$ cat src/rtl/round_display_bcd_seq.sv
// Loads a binary value and converts it to BCD one bit per cycle (double-dabble).
// Drives active-low 7-segment digits with leading-zero blanking, overflow dashes and blink.

module rbs_digit (
  input  logic [3:0] nib,
  input  logic       dash,
  input  logic       blank,
  output logic [0:6] seg
);
  always_comb begin
    seg = 7'b1111110;
    if (dash)       seg = 7'b1111110;
    else if (blank) seg = 7'b1111111;
    else begin
      case (nib)
        4'd0:    seg = 7'b0000001;
        4'd1:    seg = 7'b1001111;
        4'd2:    seg = 7'b0010010;
        4'd3:    seg = 7'b0000110;
        4'd4:    seg = 7'b1001100;
        4'd5:    seg = 7'b0100100;
        4'd6:    seg = 7'b0100000;
        4'd7:    seg = 7'b0001111;
        4'd8:    seg = 7'b0000000;
        4'd9:    seg = 7'b0001100;
        default: seg = 7'b1111110;
      endcase
    end
  end
endmodule

module round_display_bcd_seq #(
  parameter int IN_W      = 8,
  parameter int DIGITS    = 3,
  parameter int MAX_VAL   = 100,
  parameter int BLINK_DIV = 25
) (
  input  logic                     clk,
  input  logic                     rst_n,
  input  logic                     load,
  input  logic [IN_W-1:0]          value,
  input  logic                     blank_lz,
  input  logic                     blink_en,
  output logic                     busy,
  output logic                     done,
  output logic [DIGITS-1:0][0:6]   seg
);
  localparam int BW = 4*DIGITS;
  localparam int SW = $clog2(IN_W+1);
  localparam int CW = (BLINK_DIV > 1) ? $clog2(BLINK_DIV) : 1;
  localparam logic [SW-1:0] LAST_STEP = SW'(IN_W-1);
  localparam logic [CW-1:0] LAST_CNT  = CW'(BLINK_DIV-1);
  localparam logic [31:0]   MAXV      = MAX_VAL;
  localparam logic [0:6]    SEG_ZERO  = 7'b0000001;

  typedef enum logic [1:0] {IDLE, CONV, UPDT} state_t;

  state_t                 state;
  logic [IN_W-1:0]        bin;
  logic [BW-1:0]          bcd, adj;
  logic                   carry, ovf, blz;
  logic [SW-1:0]          step;
  logic [DIGITS-1:0][0:6] frame, nxt;
  logic [DIGITS:1]        lead;
  logic [DIGITS-1:0]      blk;
  logic [CW-1:0]          bcnt;
  logic                   phase;

  // lead[d]: every nibble from d upward is zero, so digit d is a leading zero
  assign lead[DIGITS] = 1'b1;

  for (genvar d = 0; d < DIGITS; d++) begin : g_dig
    assign adj[4*d +: 4] = (bcd[4*d +: 4] >= 4'd5) ? bcd[4*d +: 4] + 4'd3 : bcd[4*d +: 4];
    if (d > 0) begin : g_lz
      assign lead[d] = lead[d+1] && (bcd[4*d +: 4] == 4'd0);
      assign blk[d]  = blz & lead[d];
    end else begin : g_one
      assign blk[d]  = 1'b0;
    end
    rbs_digit u_dig (
      .nib   (bcd[4*d +: 4]),
      .dash  (ovf | carry),
      .blank (blk[d]),
      .seg   (nxt[d])
    );
  end

  always_ff @(posedge clk or negedge rst_n) begin
    if (!rst_n) begin
      state <= IDLE;
      bin   <= '0;
      bcd   <= '0;
      carry <= 1'b0;
      ovf   <= 1'b0;
      blz   <= 1'b0;
      step  <= '0;
      busy  <= 1'b0;
      done  <= 1'b0;
      frame <= {DIGITS{SEG_ZERO}};
    end else begin
      done <= 1'b0;
      case (state)
        IDLE: if (load) begin
          bin   <= value;
          blz   <= blank_lz;
          ovf   <= 32'(value) > MAXV;
          bcd   <= '0;
          carry <= 1'b0;
          step  <= '0;
          busy  <= 1'b1;
          state <= CONV;
        end
        CONV: begin
          // carry is sticky: any digit overflow means the value exceeds DIGITS
          bcd   <= {adj[BW-2:0], bin[IN_W-1]};
          bin   <= bin << 1;
          carry <= carry | adj[BW-1];
          step  <= step + 1'b1;
          if (step == LAST_STEP) state <= UPDT;
        end
        UPDT: begin
          frame <= nxt;
          done  <= 1'b1;
          busy  <= 1'b0;
          state <= IDLE;
        end
        default: state <= IDLE;
      endcase
    end
  end

  always_ff @(posedge clk or negedge rst_n) begin
    if (!rst_n) begin
      bcnt  <= '0;
      phase <= 1'b0;
    end else if (bcnt == LAST_CNT) begin
      bcnt  <= '0;
      phase <= ~phase;
    end else begin
      bcnt  <= bcnt + 1'b1;
    end
  end

  assign seg = (blink_en && phase) ? '1 : frame;
endmodule

$ cat config.mk
export PLATFORM = sky130hd
export DESIGN_NAME = round_display_bcd_seq
export DESIGN_NICKNAME = d
export VERILOG_FILES = /design/src/rtl/round_display_bcd_seq.sv
export SDC_FILE = /design/constraint.sdc
export NUM_CORES = 1
export LEC_CHECK = 0
export BUFFER_PORTS_ARGS = -buffer_cell sky130_fd_sc_hd__buf_2
export CORE_UTILIZATION = 60
export CTS_BUF_LIST = sky130_fd_sc_hd__clkbuf_8
export DETAILED_ROUTE_END_ITERATION = 10
export PLACE_DENSITY = 0.81
export SLEW_MARGIN = 20
export SYNTH_ARGS = -nofsm -noshare
export SYNTH_HDL_FRONTEND = slang
export SYNTH_SLANG_ARGS = --single-unit
$ cat constraint.sdc
create_clock -name clk -period 2.4 [get_ports clk]
set_input_delay 0.12 -clock clk [delete_from_list [all_inputs] [get_ports clk]]
set_output_delay 0.12 -clock clk [all_outputs]
set_load 0.02 [all_outputs]
==> metrics <==
count of antenna-violating nets left after detailed routing=0; pin count of the biggest net entering global routing=35; Logic pwr share=0.408; post-synthesis register bit count=58; overall track demand over capacity in global routing=0.2463; Max-cap violations=0; buffers inserted during post-CTS setup optimization=0; CTS-repair resized insts=0; register-to-register setup slack=450 ps; Post-Route Utilization=0.7070; Highest Clock Rate=513.6 MHz; Layout area overhead=12.87%; Final setup viols=0; CTS clk-pin slew, worst paths=60 ps; total net switching power=1.647 mW; Cell Pwr Density=1154 nW/um2; fillcell total=418; clock tree root driver cell=sky130_fd_sc_hd__clkbuf_8; fraction of power consumed by the clock network=0.196; Final HPWL DP=4384 um; DIE HEIGHT=75.02 um; static leakage=1.588 nW; setup TNS after final layout=0 ps; share of power burned in registers=0.396; Gate Count Post-Synth=337; capture point of the worst reg-to-reg path=frame[13]; Setup crit end kind=flip-flop; die width=75.02 um; Internal=2.519 mW; top cells by area, synth=sky130_fd_sc_hd__dfrtp_1 (43%), sky130_fd_sc_hd__ha_1 (7.0%), sky130_fd_sc_hd__o21ai_0 (6.4%), sky130_fd_sc_hd__nand2b_1 (5.7%), sky130_fd_sc_hd__nand2_1 (4.5%); switching part of the total power=0.3954; transition time at the pin with the least slew margin=784.9 ps; post-synthesis sequential area ratio=0.4548; Critical Path Start Type=flip-flop; number of antenna violations at the first check in global routing=0; Avg Synthesized Cell Area=9.494 um2; portion of synthesized cell area occupied by the leading cell type=0.4302; dominant cell type by area after synthesis=sky130_fd_sc_hd__dfrtp_1; relative slew slack=0.4767; deepest clock path buffer count=2; max-slew violation total from the final report=0; IR Drop Worst-Case VDD=0.0006241 V; data arrival time of the worst path=2210 ps; Total Routed Length=6170 um; vias=2472; Vias per Instance=5.543; minimum clock period=1947 ps; via count of the first global-routing pass=2301; Net Count, Synth=368; placer congestion estimate=0.8446; residual overflow from global routing=0; total power=4.167 mW; status=finished, final reports clean; Post-layout nets=402; CTS sink count=58; final cell count without fillers=446; most common library cell in the layout ignoring fill and taps=sky130_fd_sc_hd__dfrtp_1; total count of hold-check failures in the final report=0; global-route wire length before repair=10220 um; number of flops mapped to enable cells by yosys=0; maximum fanout along the worst path=6; hold path startpoint=blank_lz; Hold Crit Endpoint=blz; most frequent cells in the layout=sky130_fd_sc_hd__dfrtp_1 (55), sky130_fd_sc_hd__o21ai_0 (41), sky130_fd_sc_hd__nand2_1 (38); number of placement rows=26; RSZ-0062 raised after global routing=no; clock latency reported for the late side of the worst-skew pair=330 ps; Finished Cell Area=3611 um2; share of layout cells above drive strength 1=0.1676; cell depth of the worst hold path=2; ys async rst share=1.000; number of antenna diodes=0; Port Buffers=35; # IOs=36; initial core utilization=0.6264; critical setup path kind=flip-flop to flip-flop; total CTS buffers=9; Std-Cell Core Area=5107 um2; Yosys warnings=0; flip-flop cell with the highest count after synthesis=sky130_fd_sc_hd__dfrtp_1; path depth of the worst reg2reg path=6; routed len/inst=13.83 um; Worst Skew=8.726 ps; endpoint required time on the critical path=2660 ps; H-tree Lvls=3; Period Utilization, post-route=0.8113; count of routing violations after the opening detailed-route iteration=118; number of DRC violations after detailed routing=0; Worst Hold Class=primary input to flip-flop; distinct cell type count of the synthesized netlist=40; Worst R2R Start=bcd[8]; Die Area=5628 um2; Placement Cell Area=3422 um2; number of placed instances, taps included=429; TritonRoute pass-1 iters=4; TritonCTS clock tree=yes; Post-Syn Area=3199 um2
==> repair_timing <==
action / CTS / global route
hold buffers: 1 / 0
hold endpoints to repair: 31 / 0
setup endpoints to repair: 0 / 0
==> sequential cells by signal, summed over array words and instances, names as in the netlist <==
| register | flops |
|---|---|
| done | 1 |
| busy | 1 |
| state | 2 |
| bcd | 12 |
| ovf | 1 |
| phase | 1 |
| blz | 1 |
| frame | 21 |
| step | 4 |
| bcnt | 5 |
| carry | 1 |
| bin | 8 |
==> layer usage <==
layer  share of wire  up-vias  track usage  wire, um
met1            0.46     1163       0.3094      2864
met2            0.48       56       0.4074      2941
met4           0.016        0      0.09224        96
met3           0.043       12      0.06827       268
li1                -     1241            -         -
met5               0        -            0         0
==> area by class of cell <==
| cell class | count | area [um2] | share of cell area |
|---|---|---|---|
| multi-input combinational | 245 | 1603 | 0.4439 |
| clock inverter | 7 | 55.05 | 0.01525 |
| tap | 70 | 87.58 | 0.02426 |
| clock buffer | 9 | 123.9 | 0.03430 |
| sequential | 58 | 1455 | 0.4030 |
| inverter | 15 | 56.30 | 0.01559 |
| timing repair buffer | 42 | 230.2 | 0.06376 |
==> worst max-delay path: stages (launching register included) <==
cell and delay [ps]:
sky130_fd_sc_hd__dfrtp_1 440, sky130_fd_sc_hd__inv_1 140, sky130_fd_sc_hd__ha_1 320, sky130_fd_sc_hd__nand4bb_4 140, sky130_fd_sc_hd__or4b_4 550, sky130_fd_sc_hd__nand3_2 130
sky130_fd_sc_hd__o22a_1 160
==> synthesized netlist by cell type (all sizes together), types with 3 or more instances <==
library cell and number:
ha 18, a31oi 3, o21a 4, inv 15, buf 6, a22o 9, nor3 3, o21ai 41
dfstp 3, nor2b 5, a211oi 3, mux2i 13, nor3b 4, o22a 8, xnor2 4, nand3 6
a21oi 18, nand2 38, dfrtp 55, nand2b 29, clkbuf 13, nor2 19
==> power by group through the flow <==
stage | clock network (mW) | logic [mW] | registers [mW]
final | 0.817 | 1.70 | 1.65
after global routing | 0.875 | 1.92 | 1.70
after CTS | 0.829 | 1.71 | 1.64
after detailed placement | 0 | 1.69 | 1.66
after global placement | 0 | 1.63 | 1.64
after floorplan | 0 | 1.47 | 1.49
==> metrics by stage <==
stage               hold WS (ps)  worst slack (ps)
floorplan                 -175.6             646.6
global placement           237.5             571.2
detailed placement         243.6             499.7
CTS                        11.85             449.3
global route               14.95             337.8
finish                     19.62             453.0
==> worst max-delay path by stage <==
stage          startpoint        end
3_3_place_gp       bcd[8]  frame[13]
4_1_cts            bcd[8]  frame[13]
5_1_grt            bcd[8]  frame[13]
3_5_place_dp       bcd[8]  frame[13]
6_report           bcd[8]  frame[13]
2_1_floorplan      bcd[8]  frame[10]
==> logic make-up (layout without fill, tap and decap cells) <==
group           Yosys count  count (layout)  synth area share
fa+ha+maj                18              18           0.07040
buf+inv                  34              73           0.04419
compound gates           97              97            0.1889
mux                      15              15           0.04771
flops                    58              58            0.4548
xor+xnor                  6               6           0.01643
simple gates            109             109            0.1776
(Power assumes the default switching activity.)
